==> src/rtl/vga_win_arbiter.sv <==
// vga_win_arbiter: per-pixel source selection between N_WIN rectangular
// colour windows and a background colour. Configuration is written into a
// staging bank and copied into the active bank in a single cycle on the
// rising edge of vsync, so a frame never shows a half-updated window set.
// The hit test and priority pick are combinational; the result is
// registered once, giving one cycle from pix_x/pix_y to pix_data.
module vga_win_arbiter #(
   parameter int N_WIN   = 4,
   parameter int COORD_W = 10,
   parameter int RGB_W   = 16
) (
   input  logic               vga_clk,
   input  logic               sys_rst,
   input  logic [COORD_W-1:0] pix_x,
   input  logic [COORD_W-1:0] pix_y,
   input  logic               vsync,
   input  logic               cfg_wr,
   input  logic [5:0]         cfg_addr,
   input  logic [15:0]        cfg_wdata,
   output logic [RGB_W-1:0]   pix_data,
   output logic [2:0]         win_id,
   output logic               cfg_pend,
   output logic [15:0]        frame_cnt
);

   // One window's register set; x_end and y_end are exclusive bounds.
   typedef struct packed {
      logic               en;
      logic [COORD_W-1:0] x_start;
      logic [COORD_W-1:0] x_end;
      logic [COORD_W-1:0] y_start;
      logic [COORD_W-1:0] y_end;
      logic [RGB_W-1:0]   colour;
   } win_t;

   localparam logic [2:0] FLD_X_START = 3'd0;
   localparam logic [2:0] FLD_X_END   = 3'd1;
   localparam logic [2:0] FLD_Y_START = 3'd2;
   localparam logic [2:0] FLD_Y_END   = 3'd3;
   localparam logic [2:0] FLD_COLOUR  = 3'd4;
   localparam logic [2:0] FLD_CTRL    = 3'd5;
   localparam logic [2:0] NO_HIT_ID   = 3'b100;

   win_t             stg_win [N_WIN];
   win_t             act_win [N_WIN];
   logic [RGB_W-1:0] stg_bg;
   logic [RGB_W-1:0] act_bg;
   logic             vsync_d;

   logic             commit;
   logic [1:0]       win_sel;
   logic [2:0]       field;
   logic             win_ok;
   logic             wr_win;
   logic             wr_bg;
   logic             wr_acc;
   logic             unused_wdata;

   logic [N_WIN-1:0] hit_p0;
   logic             blank_p0;
   logic [RGB_W-1:0] pix_p0;
   logic [2:0]       id_p0;

   // Half-open interval test: lo <= v < hi; an empty range never matches.
   function automatic logic in_span(input logic [COORD_W-1:0] v,
                                    input logic [COORD_W-1:0] lo,
                                    input logic [COORD_W-1:0] hi);
      return (v >= lo) && (v < hi);
   endfunction

   // Config data is 16 bits wide; coordinates keep only their low bits.
   function automatic logic [COORD_W-1:0] to_coord(input logic [15:0] d);
      return COORD_W'(d);
   endfunction

   function automatic logic [RGB_W-1:0] to_rgb(input logic [15:0] d);
      return RGB_W'(d);
   endfunction

   // Only the enable bit of ctrl and the low bits of coordinates are kept.
   assign unused_wdata = ^cfg_wdata;

   // Decode the config strobe; only writes that land in a real register count.
   always_comb begin
      commit  = vsync & ~vsync_d;
      win_sel = cfg_addr[4:3];
      field   = cfg_addr[2:0];
      win_ok  = (int'(win_sel) < N_WIN);
      wr_win  = cfg_wr & ~cfg_addr[5] & win_ok & (field <= FLD_CTRL);
      wr_bg   = cfg_wr &  cfg_addr[5] & (field == 3'd0);
      wr_acc  = wr_win | wr_bg;
   end

   // Staging bank: the only target of config writes, never stalls.
   always_ff @(posedge vga_clk) begin
      if (sys_rst) begin
         for (int i = 0; i < N_WIN; i++) begin
            stg_win[i] <= '0;
         end
         stg_bg <= '0;
      end else begin
         if (wr_bg) begin
            stg_bg <= to_rgb(cfg_wdata);
         end
         if (wr_win) begin
            case (field)
               FLD_X_START: stg_win[win_sel].x_start <= to_coord(cfg_wdata);
               FLD_X_END:   stg_win[win_sel].x_end   <= to_coord(cfg_wdata);
               FLD_Y_START: stg_win[win_sel].y_start <= to_coord(cfg_wdata);
               FLD_Y_END:   stg_win[win_sel].y_end   <= to_coord(cfg_wdata);
               FLD_COLOUR:  stg_win[win_sel].colour  <= to_rgb(cfg_wdata);
               FLD_CTRL:    stg_win[win_sel].en      <= cfg_wdata[0];
               default:     ;
            endcase
         end
      end
   end

   // Active bank: copied from staging as a whole on the vsync rising edge.
   // A write in the commit cycle is not visible here until the next commit,
   // because the copy samples staging before that write lands.
   always_ff @(posedge vga_clk) begin
      if (sys_rst) begin
         for (int i = 0; i < N_WIN; i++) begin
            act_win[i] <= '0;
         end
         act_bg <= '0;
      end else if (commit) begin
         for (int i = 0; i < N_WIN; i++) begin
            act_win[i] <= stg_win[i];
         end
         act_bg <= stg_bg;
      end
   end

   // Commit tracking: vsync edge detect, pending flag and frame counter.
   // A write in the commit cycle keeps cfg_pend set since it is not yet active.
   always_ff @(posedge vga_clk) begin
      if (sys_rst) begin
         vsync_d   <= 1'b0;
         cfg_pend  <= 1'b0;
         frame_cnt <= '0;
      end else begin
         vsync_d <= vsync;
         if (wr_acc) begin
            cfg_pend <= 1'b1;
         end else if (commit) begin
            cfg_pend <= 1'b0;
         end
         if (commit) begin
            frame_cnt <= frame_cnt + 16'd1;
         end
      end
   end

   // Stage p0: per-window hit test against the active bank.
   always_comb begin
      blank_p0 = (&pix_x) | (&pix_y);
      for (int i = 0; i < N_WIN; i++) begin
         hit_p0[i] = act_win[i].en
                   & in_span(pix_x, act_win[i].x_start, act_win[i].x_end)
                   & in_span(pix_y, act_win[i].y_start, act_win[i].y_end);
      end
   end

   // Priority pick: scanning from the top index down lets the lowest hit win.
   always_comb begin
      pix_p0 = act_bg;
      id_p0  = NO_HIT_ID;
      for (int i = N_WIN - 1; i >= 0; i--) begin
         if (hit_p0[i]) begin
            pix_p0 = act_win[i].colour;
            id_p0  = {1'b0, 2'(i)};
         end
      end
      if (blank_p0) begin
         pix_p0 = '0;
         id_p0  = NO_HIT_ID;
      end
   end

   // Stage p1: output register, one cycle after the coordinate request.
   always_ff @(posedge vga_clk) begin
      if (sys_rst) begin
         pix_data <= '0;
         win_id   <= NO_HIT_ID;
      end else begin
         pix_data <= pix_p0;
         win_id   <= id_p0;
      end
   end

endmodule

==> config.mk <==
export PLATFORM = sky130hd
export DESIGN_NAME = vga_win_arbiter
export DESIGN_NICKNAME = d
export VERILOG_FILES = /design/src/rtl/vga_win_arbiter.sv
export SDC_FILE = /design/constraint.sdc
export NUM_CORES = 1
export LEC_CHECK = 0
export BUFFER_PORTS_ARGS = -buffer_cell sky130_fd_sc_hd__buf_2
export CAP_MARGIN = 20
export CORE_MARGIN = 2
export CORE_UTILIZATION = 34
export CTS_CLUSTER_DIAMETER = 120
export DETAILED_ROUTE_END_ITERATION = 6
export GPL_TIMING_DRIVEN = 0
export SLEW_MARGIN = 0
export SYNTH_ARGS = -nofsm -noshare
export SYNTH_HDL_FRONTEND = slang
export SYNTH_SLANG_ARGS = --single-unit
==> constraint.sdc <==
create_clock -name vga_clk -period 8.2 [get_ports vga_clk]
set_clock_uncertainty 0.05 [all_clocks]
set_input_delay 0.82 -clock vga_clk [delete_from_list [all_inputs] [get_ports vga_clk]]
set_output_delay 0.82 -clock vga_clk [all_outputs]
set_load 0.02 [all_outputs]
==> results.md, run 1 <==
* Status: completed
* H-tree Lvls at 2
* Sw Ratio at a little under a quarter
* Reg power frac at 52.4%
* Total gr overflow at 0
* Syn avg cell area at 12.4 sq um
* Leakage power at 0.00998 uW
* CP Launch Type: input pin
* Root Buffer: clkbuf_16
* Largest net degree at the start of global routing at 139
* Starting Density at 34.4%
* Layout cells sized above 1 at a little under a tenth
* Die width at approximately 260 um
* Most common cell after layout, fill and taps aside: edfxtp_1
* Synth warn at 0
* Int Pwr at about 4600 uW
* DRC violations left at 0
* Switching pwr at 1360 uW
* Clock sink count at ~530
* Vias/cell at 4.76
* Number of cell rows at 95
* Post-DP HPWL at 39700 um
* Area share of and/or/nand/nor cells after synthesis at between 10 and 15%
* Finished Core Util at 39.3%
* DR iter-0 viols at 1086
* Core Region at 0.0673 sq mm
* RSZ-0062 raised after global routing: no
* Synth unique cells at 59
* Maximum vdd drop at 0.192 mV
* First-pass GRT wire length at between 80000 and 90000 um
* Die height at roughly 260 um
* Post-route minimum period at ~3.5 ns
* Final setup violation count at 0
* Post-synthesis sequential area ratio at 65.1%
* Endpoint type of the worst setup path: flip-flop
* Main combinational cell family by area after synthesis: simple AND/OR/NAND/NOR gates
* # IOs at 82
* IO Port Bufs at between 80 and 90
* Antenna cells at 0
* Final instance area at 0.0264 sq mm
* Clock transition at the registers of the reported paths at 0.06 ns
* ANT nets after route at 0
* Routed vias at 13900
* Area leader, netlist: edfxtp_1
* Skew-Pair Late Insertion Delay at 0.60 ns
* CP max FO at 16
* Worst endpoint data arrival time at between 3 and 4 ns
* Final Slew Violations at 0
* Max-cap viol count at 0
* Number of global-route vias before repair at 14000
* Initial antenna violation count at 1
* Setup total negative slack at 0 ns
* Period utilisation layout at a little over two fifths
* Critical setup path kind: in2reg
* Synth Instances at around 1900
* Synth Flop Type: edfxtp_1
* Slew margin rel. at 25.4%
* Clock Path Buffers at 3
* Post-CTS sizing at 0
* CTS Hold Buffers Added at 0
* Syn nets at between 2000 and 2500
* Top post-synthesis cells by area: edfxtp_1 (59%), ha_1 (8.3%), and2_1 (6.2%)
* Synth Area in Adders at between 8 and 9%
* Comb pwr share at 7.5%
* Highest Clock Rate at 288 MHz
* Setup Buffers After CTS at 0
* Nets at 2208
* Number of synthesized flops with an enable pin at 456
* Post-synthesis mux area share at 0.0486%
* Area growth from synthesis to layout at 14.2%
* CTS tree: built
* GRT Util Overall at about 16%
* Dpl cell area at 0.0247 sq mm
* Yosys reg bits at 525
* Clock power share at between 40 and 50%
* Power per Cell Area at 225 mW/mm^2
* Routed len/inst at 18.7 um
* Most frequent cells in the layout: edfxtp_1 (456), and2_1 (228), nor2_1 (202), inv_1 (168), ha_1 (153)
* Wirelength, routed at roughly 55000 um
* Drt pass-1 iters at 5
* Total CTS buffers at 53
* Synth Area in XOR/XNOR at 0.492%
* Fillers at 6313
* Die ar. at 0.0702 sq mm
* CP required at 8.37 ns
* Post-synthesis compound-gate area fraction at 7.30%
* Synthesized area at 0.0232 sq mm
* Slew @ Worst Pin at roughly 1.1 ns
* Yosys top cell area share at 59.1%
* GPL Wtd Cong at 0.816
* FFs w/ async S/R, synth at 0%
* Hold Crit Class: reg2reg
* Final hold vios at 0
-- layout make-up --
cell class                      count  area [sq um]  area share, %
Multi-Input combinational cell   1089          7070           26.8
Buffer                             83           360           1.36
Clock inverter                     40           343           1.30
Sequential cell                   525         15100           57.0
Clock buffer                       57          1380           5.23
Inverter                          171           649           2.46
Tap cell                          873          1090           4.13
Timing Repair Buffer               86           463           1.75
-- stage by stage --
stage | power, uW | setup WS, ns | cells | hold WS (ns)
after CTS | 5990 | 4.77 | 2923 | 0.395
after floorplan | 3450 | 1.69 | 1868 | 0.386
after global placement | 3620 | -0.561 | 2822 | 0.392
final | 5940 | 4.72 | 2924 | 0.405
after detailed placement | 3620 | 4.13 | 2826 | 0.397
after global routing | 6160 | 4.49 | 2924 | 0.413
-- Yosys cell counts, drive strengths merged, types with 25 or more instances --
cell type and instances:
dfxtp 69, and2 228, clkbuf 73, inv 171, edfxtp 456, nand2 130
a21oi 59, a31oi 26, o21ai 51, nand2b 25, nor2 202, ha 153
-- final timing paths --
check | slack, ns | cells after the start | to | startpoint
worst max-delay path | 4.72 | 8 | stg_win[2][13]$_SDFFCE_PN0P_ | cfg_addr[5]
worst min-delay path | 0.41 | 2 | stg_bg[12]$_SDFFE_PP0P_ | stg_bg[12]$_SDFFE_PP0P_
worst max register to register | 5.05 | 10 | pix_data[1]$_SDFF_PP0_ | act_win[2][53]$_SDFFCE_PN0P_
worst min register to register | 0.41 | 2 | stg_bg[12]$_SDFFE_PP0P_ | stg_bg[12]$_SDFFE_PP0P_
-- cells by family after synthesis --
logic type      count (synthesis)
fa+ha+maj                     153
compound gates                256
simple gates                  666
flops                         525
xor+xnor                       13
mux                             1
buf+inv                       254
-- power by group through the flow --
| stage | combinational, uW | sequential (uW) | clock (uW) |
|---|---|---|---|
| 6_report | 448 | 3110 | 2380 |
| 5_1_grt | 511 | 3130 | 2520 |
| 4_1_cts | 455 | 3110 | 2420 |
| 3_5_place_dp | 454 | 3170 | 0 |
| 3_3_place_gp | 432 | 3180 | 0 |
| 2_1_floorplan | 280 | 3170 | 0 |
-- worst max-delay path: stages --
cell	delay (ns)
buf_2	0.11
inv_2	0.05
nand2_1	0.06
a21oi_1	0.26
nand2b_1	0.25
nor3b_1	0.96
nand2_1	0.42
nand2b_1	0.71
-- registers in the layout (all words and copies together), names as in the netlist --
name / count
act_win: 228
stg_win: 228
act_bg: 16
frame_cnt: 16
pix_data: 16
stg_bg: 16
win_id: 3
cfg_pend: 1
vsync_d: 1
-- per-layer routing --
metal  track usage [%]  share of wire [%]  vias to the layer above  routed length, um
met4              4.86                2.9                        2               1570
met1              19.9                 43                     6737              23300
met5                 0              0.020                        -                 11
met2              28.0                 50                      297              27100
li1                  -                  -                     6816                  -
met3              2.38                5.0                       80               2740
Power figures use the tool's default switching activity.
==> inputs of run 2 (changes only) <==
==> constraint.sdc (replaced) <==
create_clock -name vga_clk -period 3 [get_ports vga_clk]
set_clock_uncertainty 0.05 [all_clocks]
set_input_delay 0.3 -clock vga_clk [delete_from_list [all_inputs] [get_ports vga_clk]]
set_output_delay 0.3 -clock vga_clk [all_outputs]
set_load 0.02 [all_outputs]
==> run 2 against run 1 <==
  * The flow now finishes with violations (setup timing)
  * Cell count grew 0.65%
  * Count of clock-buffer cells in the layout grew 11
  * Global-route usage shrank 0.074 points
  * Utilization grew 0.90 points
  * Routed wire length grew 2.4%
  * Sequential cell count is the same
  * Largest cell class unchanged
==> results.md, run 2 (synthesis gave the netlist of run 1 again) <==
* GRT Util Overall at 15.7% (was 15.8%)
* # IOs at 82 (unchanged)
* Multi-input logic area at 0.00746 sq mm (was 0.00707 sq mm)
* Layout cells sized above 1 at 11.6% (was 9.46%)
* Starting Density at 34.4% (unchanged)
* RSZ-0062 raised after global routing: yes (was no)
* H-tree Lvls at 2 (unchanged)
* Final Slew Violations at 0 (unchanged)
* DR iter-0 viols at 997 (was 1086)
* Finished Layout Cells at 2943 (was 2924)
* Leakage power at 0.0102 uW (was 0.00998 uW)
* Final setup violation count at 11 (was 0)
* CP Launch Type: flip-flop (was input pin)
* IO Port Bufs at 81 (unchanged)
* Critical setup path kind: reg2reg (was in2reg)
* ANT nets after route at 0 (unchanged)
* Endpoint type of the worst setup path: flip-flop (unchanged)
* Routed vias at 14200 (was 13900)
* Initial antenna violation count at 0 (was 1)
* Worst endpoint data arrival time at 3.51 ns (was 3.65 ns)
* Largest regs: act_win x228, stg_win x228 (unchanged)
* Drt pass-1 iters at 5 (unchanged)
* Max-cap viol count at 0 (unchanged)
* Die width at 265 um (unchanged)
* First-pass GRT wire length at 83100 um (was 83700 um)
* Root Buffer: clkbuf_16 (unchanged)
* CP max FO at 10 (was 16)
* Routed len/inst at 19.0 um (was 18.7 um)
* DRC violations left at 0 (unchanged)
* Sw Ratio at 23.0% (was 22.9%)
* Core Region at 0.0673 sq mm (unchanged)
* Vias/cell at 4.82 (was 4.76)
* Area growth from synthesis to layout at 16.8% (was 14.2%)
* Most frequent cells in the layout: edfxtp_1 (456), and2_1 (228), nor2_1 (201), inv_1 (166), ha_1 (151) (was edfxtp_1 (456), and2_1 (228), nor2_1 (202), inv_1 (168), ha_1 (153))
* GPL Wtd Cong at 0.809 (was 0.816)
* Highest Clock Rate at about 330 MHz
* Nets at 2229 (was 2208)
* Slew margin rel. at 24.1% (was 25.4%)
* Total gr overflow at 0 (unchanged)
* Number of global-route vias before repair at 14100 (was 14000)
* CP required at 3.44 ns (was 8.37 ns)
* Skew-Pair Late Insertion Delay at 0.59 ns (was 0.60 ns)
* Power per Cell Area at 595 mW/mm^2 (was 225 mW/mm^2)
* Post-DP HPWL at 40200 um (was 39700 um)
* Period utilisation layout at 102%
* Hold WS at 0.0915 ns (was 0.405 ns)
* Most common cell after layout, fill and taps aside: edfxtp_1 (unchanged)
* Final Worst Setup Slack at -0.0645 ns (was 4.72 ns)
* Hold Crit Class: in2reg (was reg2reg)
* Failing checks: setup timing
* Fillers at 6298 (was 6313)
* Clock sink count at 525 (unchanged)
* Maximum vdd drop at 0.424 mV (was 0.192 mV)
* Placed Cells at 2830 (was 2826)
* Number of cell rows at 95 (unchanged)
* Total CTS buffers at 51 (was 53)
* Comb pwr share at 8.3% (was 7.5%)
* Slew @ Worst Pin at 1.13 ns (was 1.12 ns)
* Switching pwr at 3710 uW (was 1360 uW)
* Clock power share at 38.8% (was 40.1%)
* Status: complete, but fails checks (was completed)
* Clock transition at the registers of the reported paths at 0.06 ns (about the same)
* Reg power frac at 52.9% (was 52.4%)
* Wirelength, routed at 56000 um (was 54700 um)
* Int Pwr at 12400 uW (was 4580 uW)
* Clock Path Buffers at 3 (unchanged)
* Final hold vios at 0 (unchanged)
* Sequential cell area at 0.0151 sq mm (unchanged)
* Die ar. at 0.0702 sq mm (unchanged)
* Post-route minimum period at 3.06 ns
* CTS tree: built (unchanged)
* Die height at 265 um (unchanged)
* Largest net degree at the start of global routing at 47 (was 139)
==> run 2: what timing repair did <==
action / CTS / global route
setup buffers: 0 / 0
cloned: 0 / 3
hold buffers: 18 / 0
pin swaps: 1 / 31
gates resized for setup: 14 / 51
setup endpoints to repair: 15 / 17
endpoints found under the hold margin: 17 / 0
==> run 2: path summary, 6_finish.rpt <==
check / start / endpoint / slack (ns) / cells after the start
hold / removal: cfg_addr[4] / stg_win[2][56]$_SDFFCE_PN0P_ / 0.09 / 3
hold reg to reg: stg_bg[6]$_SDFFE_PP0P_ / stg_bg[6]$_SDFFE_PP0P_ / 0.41 / 2
setup / recovery: act_win[3][44]$_SDFFCE_PN0P_ / pix_data[7]$_SDFF_PP0_ / -0.06 / 11
setup reg to reg: act_win[3][44]$_SDFFCE_PN0P_ / pix_data[7]$_SDFF_PP0_ / -0.06 / 11
==> run 2: critical path: stages, from the launching register on <==
cell and delay (ns):
edfxtp_1 0.37, inv_2 0.08, ha_4 0.20, a21oi_2 0.13
o22ai_2 0.10, nor4b_4 0.33, o311ai_4 0.22, or4_4 0.68
buf_8 0.19, o21ai_1 0.19, o221ai_2 0.17, a31oi_2 0.25
==> run 2: layer usage <==
layer  up-vias  GRT usage (%)  wire (um)
li1       6842              -          -
met5         -              0          0
met4         0           6.83       2550
met2       382           27.2      27100
met1      6841           19.8      23400
met3       133           1.97       2920
==> run 2: final cells by class <==
class | instances | area share [%]
sequential | 525 | 55.7
multi-input combinational | 1090 | 27.6
clock buffer | 68 | 5.38
tap | 873 | 4.04
timing repair buffer | 110 | 2.82
inverter | 171 | 2.39
buffer | 81 | 1.37
clock inverter | 24 | 0.652
antenna | 1 | 0.00925
==> run 2: power by group through the flow <==
stage	sequential [uW]	clock, uW	combinational [uW]
floorplan	8660	0	771
global placement	8690	0	1190
detailed placement	8660	0	1260
CTS	8510	6320	1300
global route	8550	6580	1500
finish	8510	6240	1330
==> run 2: per-stage QoR <==
stage	util [%]	total power (uW)	TNS [ns]	worst slack [ns]	area, sq um
2_1_floorplan	-	9430	-375.69	-1.65	23200
3_3_place_gp	36.7	9880	-804.27	-3.38	24700
3_5_place_dp	36.9	9920	-24.59	-0.575	24800
4_1_cts	39.7	16100	0	0.00840	26700
5_1_grt	40.2	16600	-1.61	-0.147	27000
6_report	40.2	16100	-0.347	-0.0645	27000
==> inputs of run 3 (changes only) <==
==> constraint.sdc (replaced) <==
create_clock -name vga_clk -period 3 [get_ports vga_clk]
set_clock_uncertainty 0.05 [all_clocks]
set_input_delay 0.9 -clock vga_clk [delete_from_list [all_inputs] [get_ports vga_clk]]
set_output_delay 0.9 -clock vga_clk [all_outputs]
set_load 0.02 [all_outputs]
==> run 3 against run 2 <==
  * The run still ends with setup timing left
  * Hold slack better by 0.31 ns
  * Cell count is 0.27% lower
  * Non-clock buffer count is 8 lower
  * Count of clock-buffer cells in the layout is 6 lower
  * Utilization is 0.45 points higher
  * Combinational power is 6% higher
  * Critical path type is now in2reg
  * Largest cell class unchanged
==> results.md, run 3 (synthesis gave the netlist of run 1 again) <==
* Post-DP HPWL at 40400 um (was 40200 um)
* Endpoint type of the worst setup path: flip-flop (unchanged)
* Core Region at 0.0673 sq mm (unchanged)
* Max-cap viol count at 0 (unchanged)
* Final hold vios at 0 (unchanged)
* DRC violations left at 0 (unchanged)
* Most frequent cells in the layout: edfxtp_1 (456), and2_1 (228), nor2_1 (201), inv_1 (166), ha_1 (142) (was edfxtp_1 (456), and2_1 (228), nor2_1 (201), inv_1 (166), ha_1 (151))
* Clock transition at the registers of the reported paths at 0.06 ns (about the same)
* CTS tree: built (unchanged)
* Failing checks: setup timing (unchanged)
* Die height at 265 um (unchanged)
* Slew margin rel. at 28.3% (was 24.1%)
* IO Port Bufs at 81 (unchanged)
* Wirelength, routed at 56600 um (was 56000 um)
* Final setup violation count at 5 (was 11)
* First-pass GRT wire length at 85100 um (was 83100 um)
* Period utilisation layout at 101% (was 102%)
* Total gr overflow at 0 (unchanged)
* Worst endpoint data arrival time at 3.44 ns (was 3.51 ns)
* Routed len/inst at 19.3 um (was 19.0 um)
* Total CTS buffers at 51 (unchanged)
* Largest net degree at the start of global routing at 47 (unchanged)
* Slowest stage delay, CP at 0.34 ns (was 0.68 ns)
* CP Capture Point: win_id[0]$_SDFF_PP0_ (was pix_data[7]$_SDFF_PP0_)
* Dpl ws at -1.25 ns (was -0.575 ns)
* ANT nets after route at 0 (unchanged)
* Starting Density at 34.4% (unchanged)
* Highest Clock Rate at 330 MHz (was 326 MHz)
* Layout cells sized above 1 at 14.8% (was 11.6%)
* CP Cell Sequence: buf_12, clkinvlp_4, buf_4, ha_1, nor3b_1, o21bai_1, a21oi_1, o21ai_1, nand4_1, buf_4, buf_4, nor3_4, buf_4, a21oi_1, nor3b_1 (was inv_2, ha_4, a21oi_2, o22ai_2, nor4b_4, o311ai_4, or4_4, buf_8, o21ai_1, o221ai_2, a31oi_2)
* Die ar. at 0.0702 sq mm (unchanged)
* Status: complete, but fails checks (unchanged)
* Final Slew Violations at 0 (unchanged)
* Skew-Pair Late Insertion Delay at 0.59 ns (about the same)
* Hold Crit Class: reg2reg (was in2reg)
* RR Endpoint: pix_data[2]$_SDFF_PP0_ (was pix_data[7]$_SDFF_PP0_)
* Antenna cells at 0 (was 1)
* Finished Core Util at 40.6% (was 40.2%)
* Initial antenna violation count at 3 (was 0)
* GPL Wtd Cong at 0.826 (was 0.809)
* Power per Cell Area at 590 mW/mm^2 (was 595 mW/mm^2)
* DR iter-0 viols at 982 (was 997)
* Post-route minimum period at 3.03 ns (was 3.06 ns)
* Gate family responsible for the most delay along the worst path: buffers and inverters (was compound AO/OA/AOI/OAI gates)
* CP Launch Type: input pin (was flip-flop)
* Slew @ Worst Pin at 1.07 ns (was 1.13 ns)
* Leakage power at 0.0102 uW (about the same)
* Worst Setup SP: pix_x[0] (was act_win[3][44]$_SDFFCE_PN0P_)
* Die width at 265 um (unchanged)
* Worst Path Buf+Inv at 6 (was 2)
* RSZ-0062 raised after global routing: yes (unchanged)
* Vias/cell at 4.85 (was 4.82)
* Slowest CP cell: nor3b_1 (was or4_4)
* Reg-to-reg slack, setup at 0 ns (was -0.06 ns)
* Number of cell rows at 95 (unchanged)
* Cells on worst reg2reg path at 11 (unchanged)
* Maximum vdd drop at 0.358 mV (was 0.424 mV)
* CP required at 3.41 ns (was 3.44 ns)
* Clock Path Buffers at 3 (unchanged)
* Crit path depth at 15 (was 11)
* Critical setup path kind: in2reg (was reg2reg)
* # IOs at 82 (unchanged)
* Worst flop-to-flop path startpoint: act_win[3][44]$_SDFFCE_PN0P_ (unchanged)
* Setup total negative slack at -0.0786 ns (was -0.347 ns)
* Final Worst Setup Slack at -0.0273 ns (was -0.0645 ns)
* H-tree Lvls at 2 (unchanged)
* Nets at 2222 (was 2229)
* Routed vias at 14200 (about the same)
* Fillers at 6290 (was 6298)
* Most common cell after layout, fill and taps aside: edfxtp_1 (unchanged)
* CTS Hold Buffers Added at 0 (was 18)
* Area growth from synthesis to layout at 18.1% (was 16.8%)
* CP max FO at 8 (was 10)
* Drt pass-1 iters at 5 (unchanged)
* GRT Util Overall at 16.2% (was 15.7%)
* Clock sink count at 525 (unchanged)
* Crit path top cell by count: buf_4
* Largest regs: act_win x228, stg_win x228 (unchanged)
* Number of global-route vias before repair at 14500 (was 14100)
* Root Buffer: clkbuf_16 (unchanged)
==> run 3: cell types whose count changed in the layout (fill, tap and decap cells not counted), moves of 8 or more <==
| cell | previous run | this run |
|---|---|---|
| buf_2 | 86 | 66 |
| buf_4 | 3 | 22 |
| buf_6 | 0 | 9 |
| clkbuf_1 | 78 | 57 |
| clkbuf_2 | 3 | 14 |
| dlygate4sd3_1 | 18 | 0 |
| ha_1 | 151 | 142 |
| ha_4 | 2 | 10 |
==> run 3: layout make-up <==
| cell class | instances | area [sq um] | share of cell area (%) |
|---|---|---|---|
| flip-flops and latches | 525 | 15100 | 55.1 |
| multi-input cells | 1090 | 7710 | 28.2 |
| clock buffers | 62 | 1390 | 5.08 |
| well taps | 873 | 1090 | 3.99 |
| repair buffers | 103 | 782 | 2.86 |
| inverters | 171 | 652 | 2.38 |
| plain buffers | 80 | 409 | 1.50 |
| clock inverters | 30 | 228 | 0.833 |
| repair inverters | 1 | 5.00 | 0.0183 |
==> run 3: worst min path at each step <==
stage | from | to | slack, ns | cells after the start
floorplan | stg_bg[0]$_SDFFE_PP0P_ | stg_bg[0]$_SDFFE_PP0P_ | 0.39 | 2
global placement | stg_bg[9]$_SDFFE_PP0P_ | stg_bg[9]$_SDFFE_PP0P_ | 0.39 | 2
detailed placement | stg_bg[12]$_SDFFE_PP0P_ | stg_bg[12]$_SDFFE_PP0P_ | 0.40 | 2
CTS | stg_bg[12]$_SDFFE_PP0P_ | stg_bg[12]$_SDFFE_PP0P_ | 0.41 | 2
global route | stg_bg[7]$_SDFFE_PP0P_ | act_bg[7]$_SDFFE_PP0P_ | 0.43 | 1
finish | stg_bg[12]$_SDFFE_PP0P_ | stg_bg[12]$_SDFFE_PP0P_ | 0.41 | 2
==> run 3: metal layers <==
metal,vias to the layer above,wire length (um),global-route usage (%)
met1,6903,23200,19.7
met5,-,27,0
met4,4,2170,6.25
met2,368,27900,28.5
met3,128,3240,3.12
li1,6835,-,-
==> run 3: per-stage QoR <==
stage               cell area [sq um]  power [uW]  hold WS (ns)  instances
finish                          27300       16100         0.405       2935
global route                    27300       16700         0.430       2935
CTS                             27100       16200         0.407       2934
detailed placement              24800        9920         0.399       2831
global placement                24700        9870         0.392       2822
floorplan                       23200        9430         0.386       1868
==> run 3: worst min-delay path, delay by kind of cell, from the launching register on <==
kind               cells  cell delay, ns
AOI/OAI and AO/OA      1            0.05
DFF                    1            0.31
and+or+nand+nor        1            0.05
==> run 3: what timing repair did <==
action                                  in CTS  in global routing
endpoints found under the setup margin     148                 66
gates cloned                                 4                  1
resized for setup                          112                 61
pin swaps                                   21                 43
buffers inserted                             9                  1
==> run 3: where the power goes <==
part           switching, uW  internal [uW]
clock                   2730           3480
combinational            899            506
sequential               110           8400
total                   3740          12400
